$ cat src/rtl/addr_seq_ctrl.sv
// Serial address index sequencer for addr_sel: steps 0..LAST_SERIAL after a start,
// holds on stall, runs a fixed drain window, then emits a one-cycle done pulse.
module addr_seq_ctrl #(
    parameter int ARRAY_SIZE     = 8,
    parameter int QUEUE_SIZE     = 4,
    parameter int QUEUE_COUNT    = (ARRAY_SIZE + 3) / 4,
    parameter int TILE_LEN       = 99,
    parameter int ADDR_WIDTH_MIN = 7,
    parameter int DRAIN_CYCLES   = 2 * ARRAY_SIZE + 2
) (
    input  logic                      clk,
    input  logic                      rst_n,
    input  logic                      start,
    input  logic                      stall,
    input  logic                      abort,
    output logic [ADDR_WIDTH_MIN-1:0] addr_serial_num,
    output logic                      seq_valid,
    output logic                      busy,
    output logic                      draining,
    output logic                      done
);
    localparam int LAST_SERIAL = TILE_LEN - 1 + (QUEUE_COUNT - 1) * QUEUE_SIZE;
    localparam int IDLE_SERIAL = (1 << ADDR_WIDTH_MIN) - 1;
    localparam int DRAIN_W     = (DRAIN_CYCLES > 0) ? $clog2(DRAIN_CYCLES + 1) : 1;

    localparam logic [ADDR_WIDTH_MIN-1:0] LAST_IDX   = ADDR_WIDTH_MIN'(LAST_SERIAL);
    localparam logic [ADDR_WIDTH_MIN-1:0] IDLE_IDX   = ADDR_WIDTH_MIN'(IDLE_SERIAL);
    localparam logic [DRAIN_W-1:0]        DRAIN_LOAD =
        DRAIN_W'((DRAIN_CYCLES > 0) ? DRAIN_CYCLES - 1 : 0);

    // The idle index must sit outside the live range so every queue reads ADDR_MAX.
    generate
        if (LAST_SERIAL >= IDLE_SERIAL) begin : g_bad_range
            $error("addr_seq_ctrl: LAST_SERIAL must be below IDLE_SERIAL");
        end
    endgenerate

    typedef enum logic [1:0] {S_IDLE, S_RUN, S_DRAIN, S_DONE} state_t;

    state_t                    state_reg, state_next;
    logic [ADDR_WIDTH_MIN-1:0] index_reg, index_next;
    logic [DRAIN_W-1:0]        drain_cnt_reg, drain_cnt_next;
    logic                      seq_valid_reg, seq_valid_next;
    logic                      busy_reg, busy_next;
    logic                      draining_reg, draining_next;
    logic                      done_reg, done_next;

    always_ff @(posedge clk or negedge rst_n) begin
        if (!rst_n) begin
            state_reg     <= S_IDLE;
            index_reg     <= IDLE_IDX;
            drain_cnt_reg <= '0;
            seq_valid_reg <= 1'b0;
            busy_reg      <= 1'b0;
            draining_reg  <= 1'b0;
            done_reg      <= 1'b0;
        end else begin
            state_reg     <= state_next;
            index_reg     <= index_next;
            drain_cnt_reg <= drain_cnt_next;
            seq_valid_reg <= seq_valid_next;
            busy_reg      <= busy_next;
            draining_reg  <= draining_next;
            done_reg      <= done_next;
        end
    end

    // abort overrides every other input and transition
    always_comb begin
        state_next     = state_reg;
        index_next     = index_reg;
        drain_cnt_next = drain_cnt_reg;
        if (abort) begin
            state_next     = S_IDLE;
            index_next     = IDLE_IDX;
            drain_cnt_next = '0;
        end else begin
            case (state_reg)
                S_IDLE: begin
                    if (start) begin
                        state_next = S_RUN;
                        index_next = '0;
                    end
                end
                S_RUN: begin
                    if (!stall) begin
                        if (index_reg == LAST_IDX) begin
                            index_next = IDLE_IDX;
                            if (DRAIN_CYCLES == 0) begin
                                state_next = S_DONE;
                            end else begin
                                state_next     = S_DRAIN;
                                drain_cnt_next = DRAIN_LOAD;
                            end
                        end else begin
                            index_next = index_reg + 1'b1;
                        end
                    end
                end
                S_DRAIN: begin
                    if (drain_cnt_reg == '0) begin
                        state_next = S_DONE;
                    end else begin
                        drain_cnt_next = drain_cnt_reg - 1'b1;
                    end
                end
                S_DONE: begin
                    state_next = S_IDLE;
                end
                default: begin
                    state_next = S_IDLE;
                    index_next = IDLE_IDX;
                end
            endcase
        end
    end

    // Flags are registered alongside the state they describe; a stall edge in RUN
    // keeps the state but marks the held index as not live.
    always_comb begin
        seq_valid_next = (state_next == S_RUN) && !((state_reg == S_RUN) && stall);
        busy_next      = (state_next != S_IDLE);
        draining_next  = (state_next == S_DRAIN);
        done_next      = (state_next == S_DONE);
    end

    assign addr_serial_num = index_reg;
    assign seq_valid       = seq_valid_reg;
    assign busy            = busy_reg;
    assign draining        = draining_reg;
    assign done            = done_reg;

endmodule

$ cat config.mk
export PLATFORM = sky130hd
export DESIGN_NAME = addr_seq_ctrl
export DESIGN_NICKNAME = d
export VERILOG_FILES = /design/src/rtl/addr_seq_ctrl.sv
export SDC_FILE = /design/constraint.sdc
export NUM_CORES = 1
export LEC_CHECK = 0
export ABC_AREA = 1
export CORE_UTILIZATION = 30
export DETAILED_ROUTE_END_ITERATION = 10
export HOLD_SLACK_MARGIN = 0.06
export PLACE_DENSITY = 0.47
export SYNTH_ARGS = -nofsm -noshare
export SYNTH_HDL_FRONTEND = slang
export SYNTH_SLANG_ARGS = --single-unit
$ cat constraint.sdc
create_clock -name clk -period 2.29 [get_ports clk]
set_input_delay 0.5725 -clock clk [delete_from_list [all_inputs] [get_ports clk]]
set_output_delay 0.5725 -clock clk [all_outputs]
set_load 0.02 [all_outputs]
---- After elaboration in Yosys (flattened, before gate mapping) ----
Index checks and enable logic that the tools add are counted.
word-level totals
  logic and storage cells ................. 46
  output and inout bits ................... 11
  input bits .............................. 5
  bits in registers ....................... 18
cells by class
  muxes and demuxes ....................... 16
  reductions and logical operators ........ 10
  add/sub/neg operators ................... 2
  equality and inequality tests ........... 11
operators by type and width
  operator             number
  $mux 7               4
  $mux 5               4
  $pmux 7 s2           1
  $ne 3x3->1 const B   4
  $mux 2               5
  $pmux 5 s2           1
  $eq 2x2->1 const B   4
  $pmux 2 s4           1
  $add 7x1->7 const B  1
  $eq 7x7->1 const B   1
  $reduce_bool 3->1    2
  $logic_not 5->1      1
  $sub 5x1->5 const B  1
  $eq 2x1->1 const B   2
  $reduce_and 4->1     1
  $reduce_and 3->1     1
  $logic_and 1x1->1    2
  $logic_not 2->1      1
  $reduce_bool 2->1    1
  $logic_not 1->1      1

---- Logic depth before layout (Yosys ltp) ----
Gate-level depths: netlist of the first run.
  depth after elaboration ................. 7
  mapped depth ............................ 10
  gate-level depth less buffers ........... 10

---- Worst setup path after synthesis of the first run ----
Ideal clock, no wire load.
  path kind ............................... register to register
  start point ............................. register index_reg[1], in the netlist addr_serial_num[1]
  end point ............................... register seq_valid_reg, in the netlist seq_valid
  period minus slack after synthesis ...... 1.453 ns
  library setup time ...................... 0.118 ns
  cell stages (with the launch flop) ...... 9
  slack ................................... 0.837 ns
  arrival time ............................ 1.335 ns
  cells stage by stage .................... dfstp_2 -> ha_1 -> nand2_1 -> nor2_2 -> nand3_4 -> nand2_4 -> inv_1 -> nand2_1 -> nor2_1
between the ends
  cells in the longest elaborated chain, start to end .. 7
ends and longest elaborated chain
  element                   line  text
  start: declaration        41    logic [ADDR_WIDTH_MIN-1:0] index_reg, index_next;
  start signal: assignment  59    index_reg <= index_next;
  $eq 7x7->1                87    if (index_reg == LAST_IDX) begin
  $mux 2                    87
  $mux 2                    86    if (!stall) begin
  $pmux 2 s4                78    case (state_reg)
  $mux 2                    73    if (abort) begin
  $eq 2x1->1                121   seq_valid_next = (state_next == S_RUN) && !((state_reg == S_RUN) && stall);
  $logic_and 1x1->1         121
  via seq_valid_next        43    logic seq_valid_reg, seq_valid_next;
  end signal: assignment    61    seq_valid_reg <= seq_valid_next;
  end: declaration          43
The timed path passes the listed nets, and every way through them passes these cells.
A chain may end at the register's enable or synchronous reset.

---- Worst setup path after layout of the first run ----
  start point ............................. register index_reg[0], in the netlist addr_serial_num[0]
  end point ............................... output addr_serial_num[0]
RTL lines
  element           line  text
  end: declaration  16    output logic [ADDR_WIDTH_MIN-1:0] addr_serial_num,
No word-level cell between the ends.

==> results of run 1 <==
path summary, 6_finish.rpt:
path	slack, ns	from	to	depth (start not counted)
worst min-delay path	0.55	addr_serial_num[2]	addr_serial_num[2]	2
worst max register to register	0.75	addr_serial_num[1]	seq_valid	8
worst max-delay path	0.20	addr_serial_num[0]	addr_serial_num[0]	1
min in group asynchronous	0.59	rst_n	drain_cnt_reg[2]	1
max in group asynchronous	1.19	rst_n	drain_cnt_reg[1]	2
worst min register to register	0.55	addr_serial_num[2]	addr_serial_num[2]	2
routing by layer:
| layer | up-vias | global-route usage [%] | share of wire [%] |
|---|---|---|---|
| li1 | 489 | - | - |
| met1 | 441 | 17.24 | 48 |
| met2 | 11 | 23.78 | 48 |
| met3 | 2 | 3.832 | 2.8 |
| met4 | 0 | 2.616 | 0.72 |
| met5 | - | 0 | 0 |
cell families after synthesis:
family / count (synthesis) / share of synthesized area, %
XOR/XNOR: 1 / 0.7992
AO/OA/AOI/OAI: 8 / 5.594
AND/OR/NAND/NOR: 91 / 39.95
flip-flops: 18 / 41.89
buffers and inverters: 20 / 7.191
adder cells (fa/ha/maj): 4 / 4.566
placed cells by master (no fill, tap or decap):
cell and n:
a21oi_1 3, a21oi_2 1, a21oi_4 1, buf_4 2, clkbuf_4 3, clkbuf_8 1, clkdlybuf4s50_1 15, dfrtp_1 11
dfstp_2 7, ha_1 4, inv_1 15, inv_2 4, nand2_1 45, nand2_2 2, nand2_4 2, nand3_1 13
nand3_4 1, nand3b_1 2, nand4_1 3, nor2_1 14, nor2_2 5, nor3_1 1, nor3_4 1, o2111ai_1 1
o211ai_1 1, o21ai_1 1, or2_0 1, or2_2 1, xnor2_1 1
area by class of cell:
class	count	area, µm²
Fill cell	376	2068
Multi-Input combinational cell	104	558.0
Sequential cell	18	459.2
Timing Repair Buffer	17	165.2
Inverter	19	71.32
Tap cell	46	57.56
Clock buffer	4	36.28
worst register-to-register path: stages (launching register included):
cell,delay (ns)
dfstp_2,0.59
ha_1,0.16
nand2_1,0.06
nor2_2,0.18
nand3_4,0.19
nand2_4,0.11
inv_1,0.06
nand2_1,0.05
nor2_1,0.04
where the power goes:
group	internal, µW	switching [µW]
sequential	352	25.7
clock	97.0	108
combinational	84.8	120
through the flow:
step / util (%) / worst slack, ns / area (µm²) / total power (µW)
after floorplan: - / 0.8371 / 1096 / 512.2
after global placement: 38.39 / 0.4205 / 1311 / 592.7
after detailed placement: 38.39 / 0.3629 / 1311 / 591.8
after CTS: 39.45 / 0.1722 / 1348 / 800.3
after global routing: 39.45 / 0.1362 / 1348 / 838.0
final: 39.45 / 0.1975 / 1348 / 787.4
==> flow_metrics.env, run 1 <==
export IMPL_grt_total_usage_pct=13.81
export IMPL_cts_tree="done"
export IMPL_end_kind="primary output"
export IMPL_peakVddDrop_mv=0.2755
export IMPL_drc=0
export IMPL_holdBufCountCts=0
export IMPL_grt_pass1_vias=902
export IMPL_hpwl_um=1861
export IMPL_hold_viol=0
export IMPL_largest_reg_flops=7
export IMPL_fin_skew_ns=0.004316
export IMPL_critPathBufInv=1
export IMPL_slowest_stage="clkdlybuf4s50_1"
export IMPL_yosys_area_top_type="dfrtp_1"
export IMPL_vias=943
export IMPL_placed_cells=204
export IMPL_drv_cap=0
export IMPL_wl_per_cell_um=11.41
export IMPL_viasPerCell=4.534
export IMPL_yosysSeqAreaShare_pct=41.89
export IMPL_status="finished, final reports clean"
export IMPL_syn_inst=142
export IMPL_design_die_area_mm2=0.003899
export IMPL_netlist_area_mm2=0.001096
export IMPL_portBuffers=15
export IMPL_critPathRequiredTime_ns=1.72
export IMPL_antenna_found_initial=0
export IMPL_p_leak_uw=0.0006623
export IMPL_syn_num_nets=151
export IMPL_nets=172
export IMPL_finalCriticalPeriod_ns=2.093
export IMPL_ios=16
export IMPL_grt_max_degree=11
export IMPL_drive_gt1_share_pct=19.14
export IMPL_startpoint_type="register"
export IMPL_drt_iter0_drc=37
export IMPL_max_stage_delay_ns=0.62
export IMPL_synth_cell_type_count=26
export IMPL_cellPowerDensity_mw_per_mm2=584.3
export IMPL_overflow=0
export IMPL_worst_hold_path_type="register to register"
export IMPL_async_flop_share_pct=100.0
export IMPL_ys_seq_elements=18
export IMPL_postRouteAntennaNets=0
export IMPL_core_mm2=0.003416
export IMPL_hold_worst_slack_ns=0.5488
export IMPL_routed_wl_um=2373
export IMPL_num_rows=21
export IMPL_slew_viol_final=0
export IMPL_slew_headroom_pct=67.35
export IMPL_cp_max_fo=6
export IMPL_synth_edf_count=0
export IMPL_gp_congestion=0.7868
export IMPL_start_util_pct=32.09
export IMPL_die_width_um=62.45
export IMPL_dieHeight_um=62.45
export IMPL_clock_latency_ns=0.30
export IMPL_worst_setup_path_type="register to primary output"
export IMPL_syn2layout_area_growth_pct=22.95
export IMPL_cts_root_buffer="clkbuf_4"
export IMPL_diodes=0
export IMPL_cts_htree_levels=1
export IMPL_grt_pass1_wl_um=4243
export IMPL_setup_tns_ns=0
export IMPL_worstMarginPinSlew_ns=0.4882
export IMPL_synthDominantCellAreaShare_pct=25.11
export IMPL_ys_flop_type="dfrtp_1"
export IMPL_yosysMostFrequentCell="nand2_1"
export IMPL_clkSinkCount=18
export IMPL_cts_resized=0
export IMPL_setup_viol=0
export IMPL_max_clock_freq_mhz=477.9
export IMPL_cts_setup_buffers=0
export IMPL_rsz0062_at_grt="false"
export IMPL_cp_data_arrival_time_ns=1.52
export IMPL_path_cells="clkdlybuf4s50_1"
export IMPL_yosys_top_cells_area="dfrtp_1 (25%), dfstp_2 (17%), nand2_1 (15%)"
export IMPL_cts_max_path_buffers=2
export IMPL_period_share_pct=91.38
export IMPL_yosys_warnings=0
export IMPL_fin_cells=208
export IMPL_clk_pin_slew_ns=0.11
export IMPL_synth_common_cells="nand2_1 (45), inv_1 (15), nor2_1 (14)"
export IMPL_path_delay_family="buffers and inverters"
export IMPL_cts_buffers=3
export IMPL_drt_first_pass_iters=4
export IMPL_post_synth_cell_area_avg_um2=7.719
(Power assumes the default switching activity.)
==> run 2, diff against run 1 <==
--- a/config.mk
+++ b/config.mk
@@ -9,7 +9,9 @@
 export CORE_UTILIZATION = 30
 export DETAILED_ROUTE_END_ITERATION = 10
 export HOLD_SLACK_MARGIN = 0.06
+export MAX_ROUTING_LAYER = met4
 export PLACE_DENSITY = 0.47
+export SLEW_MARGIN = 20
 export SYNTH_ARGS = -nofsm -noshare
 export SYNTH_HDL_FRONTEND = slang
 export SYNTH_SLANG_ARGS = --single-unit
==> run 2 against run 1 <==
Net effect: utilization stayed put; non-clock buffer count stayed put; clock power hardly changed; largest power group unchanged; power hardly changed; first-iteration DRC count is 2.7% higher; clock-buffer cell count stayed put; critical path type unchanged; largest cell class unchanged.
==> flow_metrics.env, run 2 (same netlist as run 1, synthesis figures left out) <==
export IMPL_hold_worst_slack_ns=0.5488
export IMPL_grt_total_usage_pct=14.21
export IMPL_worstHoldPathCells=2
export IMPL_routed_wl_um=2373
export IMPL_clock_latency_ns=0.30
export IMPL_status="finished, final reports clean"
export IMPL_diodes=0
export IMPL_final_cell_mix="nand2_1 (45), inv_1 (15), clkdlybuf4s50_1 (15)"
export IMPL_ff2ff_path_depth=8
export IMPL_path_delay_family="buffers and inverters"
export IMPL_ios=16
export IMPL_portBuffers=15
export IMPL_cts_setup_buffers=0
export IMPL_die_width_um=62.45
export IMPL_startpoint_type="register"
export IMPL_drive_gt1_share_pct=19.14
export IMPL_peakVddDrop_mv=0.2756
export IMPL_fin_skew_ns=0.004276
export IMPL_clkSinkCount=18
export IMPL_worst_slack_ns=0.1975
export IMPL_max_clock_freq_mhz=477.9
export IMPL_dpl_cell_area_mm2=0.001311
export IMPL_nets=172
export IMPL_worstMarginPinSlew_ns=0.4882
export IMPL_grt_max_degree=11
export IMPL_cts_max_path_buffers=2
export IMPL_setup_viol=0
export IMPL_viasPerCell=4.519
export IMPL_cts_htree_levels=1
export IMPL_path_cells="clkdlybuf4s50_1"
export IMPL_clk_pin_slew_ns=0.11
export IMPL_cts_root_buffer="clkbuf_4"
export IMPL_slew_headroom_pct=67.35
export IMPL_design_die_area_mm2=0.003899
export IMPL_r2r_start="addr_serial_num[1]"
export IMPL_final_area_mm2=0.001348
export IMPL_drc=0
export IMPL_p_leak_uw=0.0006623
export IMPL_wl_per_cell_um=11.41
export IMPL_power_total_uw=787.5
export IMPL_start_util_pct=32.09
export IMPL_largest_reg_flops=7
export IMPL_min_delay_start="addr_serial_num[2]"
export IMPL_slew_viol_final=0
export IMPL_finalCriticalPeriod_ns=2.093
export IMPL_cts_resized=0
export IMPL_syn2layout_area_growth_pct=22.95
export IMPL_hpwl_um=1861
export IMPL_drt_first_pass_iters=4
export IMPL_max_stage_delay_ns=0.62
export IMPL_cp_max_fo=6
export IMPL_cts_tree="done"
export IMPL_cts_buffers=3
export IMPL_layout_commonest_cell="nand2_1"
export IMPL_setup_tns_ns=0
export IMPL_worst_setup_path_type="register to primary output"
export IMPL_vias=940
export IMPL_grt_pass1_vias=902
export IMPL_cp_data_arrival_time_ns=1.52
export IMPL_pre_cts_ws_ns=0.3629
export IMPL_slowest_stage="clkdlybuf4s50_1"
export IMPL_num_rows=21
export IMPL_holdBufCountCts=0
export IMPL_worst_hold_path_type="register to register"
export IMPL_core_mm2=0.003416
export IMPL_hold_viol=0
export IMPL_reg2reg_slack_ns=0.75
export IMPL_drt_iter0_drc=38
export IMPL_drv_cap=0
export IMPL_postRouteAntennaNets=0
export IMPL_rsz0062_at_grt="false"
export IMPL_min_to="addr_serial_num[2]"
export IMPL_dieHeight_um=62.45
export IMPL_r2r_end="seq_valid"
export IMPL_critPathBufInv=1
export IMPL_end_kind="primary output"
export IMPL_grt_pass1_wl_um=4243
export IMPL_critPathRequiredTime_ns=1.72
export IMPL_gp_congestion=0.7978
export IMPL_antenna_found_initial=0
export IMPL_overflow=0
export IMPL_cellPowerDensity_mw_per_mm2=584.4
export IMPL_period_share_pct=91.38
-- run 2: cell counts in the layout (fill, tap and decap cells not counted) --
Identical to the previous run, type by type.
-- run 2: through the flow --
step / instances / util, %
after floorplan: 142 / -
after global placement: 204 / 38.39
after detailed placement: 204 / 38.39
after CTS: 208 / 39.45
after global routing: 208 / 39.45
final: 208 / 39.45
-- run 2: area by class of cell --
| type | instances | area (µm²) |
|---|---|---|
| tap | 46 | 57.56 |
| fill | 376 | 2068 |
| timing repair buffer | 17 | 165.2 |
| sequential | 18 | 459.2 |
| multi-input combinational | 104 | 558.0 |
| clock buffer | 4 | 36.28 |
| inverter | 19 | 71.32 |
-- run 2: how the worst max path moves through the flow --
stage,endpoint,startpoint,slack [ns],depth (start not counted)
2_1_floorplan,seq_valid,addr_serial_num[1],0.84,8
3_3_place_gp,seq_valid,stall,0.42,7
3_5_place_dp,seq_valid,stall,0.36,7
4_1_cts,addr_serial_num[0],addr_serial_num[0],0.17,1
5_1_grt,addr_serial_num[5],addr_serial_num[5],0.14,1
6_report,addr_serial_num[0],addr_serial_num[0],0.20,1
-- run 2: where the power goes --
| part | internal (µW) | switching, µW | total (µW) |
|---|---|---|---|
| Clock | 97.0 | 108 | 205 |
| Sequential | 352 | 25.7 | 378 |
| Combinational | 84.8 | 120 | 205 |
-- run 2: per-layer routing --
metal	GRT usage [%]	wire length [µm]	part of all wire, %
met1	17.24	1148	48
met2	23.78	1140	48
met3	3.832	66	2.8
met4	2.616	17	0.72
met5	-	0	0
-- run 2: worst min-delay path, delay by kind of cell (launching register included) --
kind,cells,cell delay [ns]
AND/OR/NAND/NOR,2,0.13
flip-flops,1,0.41
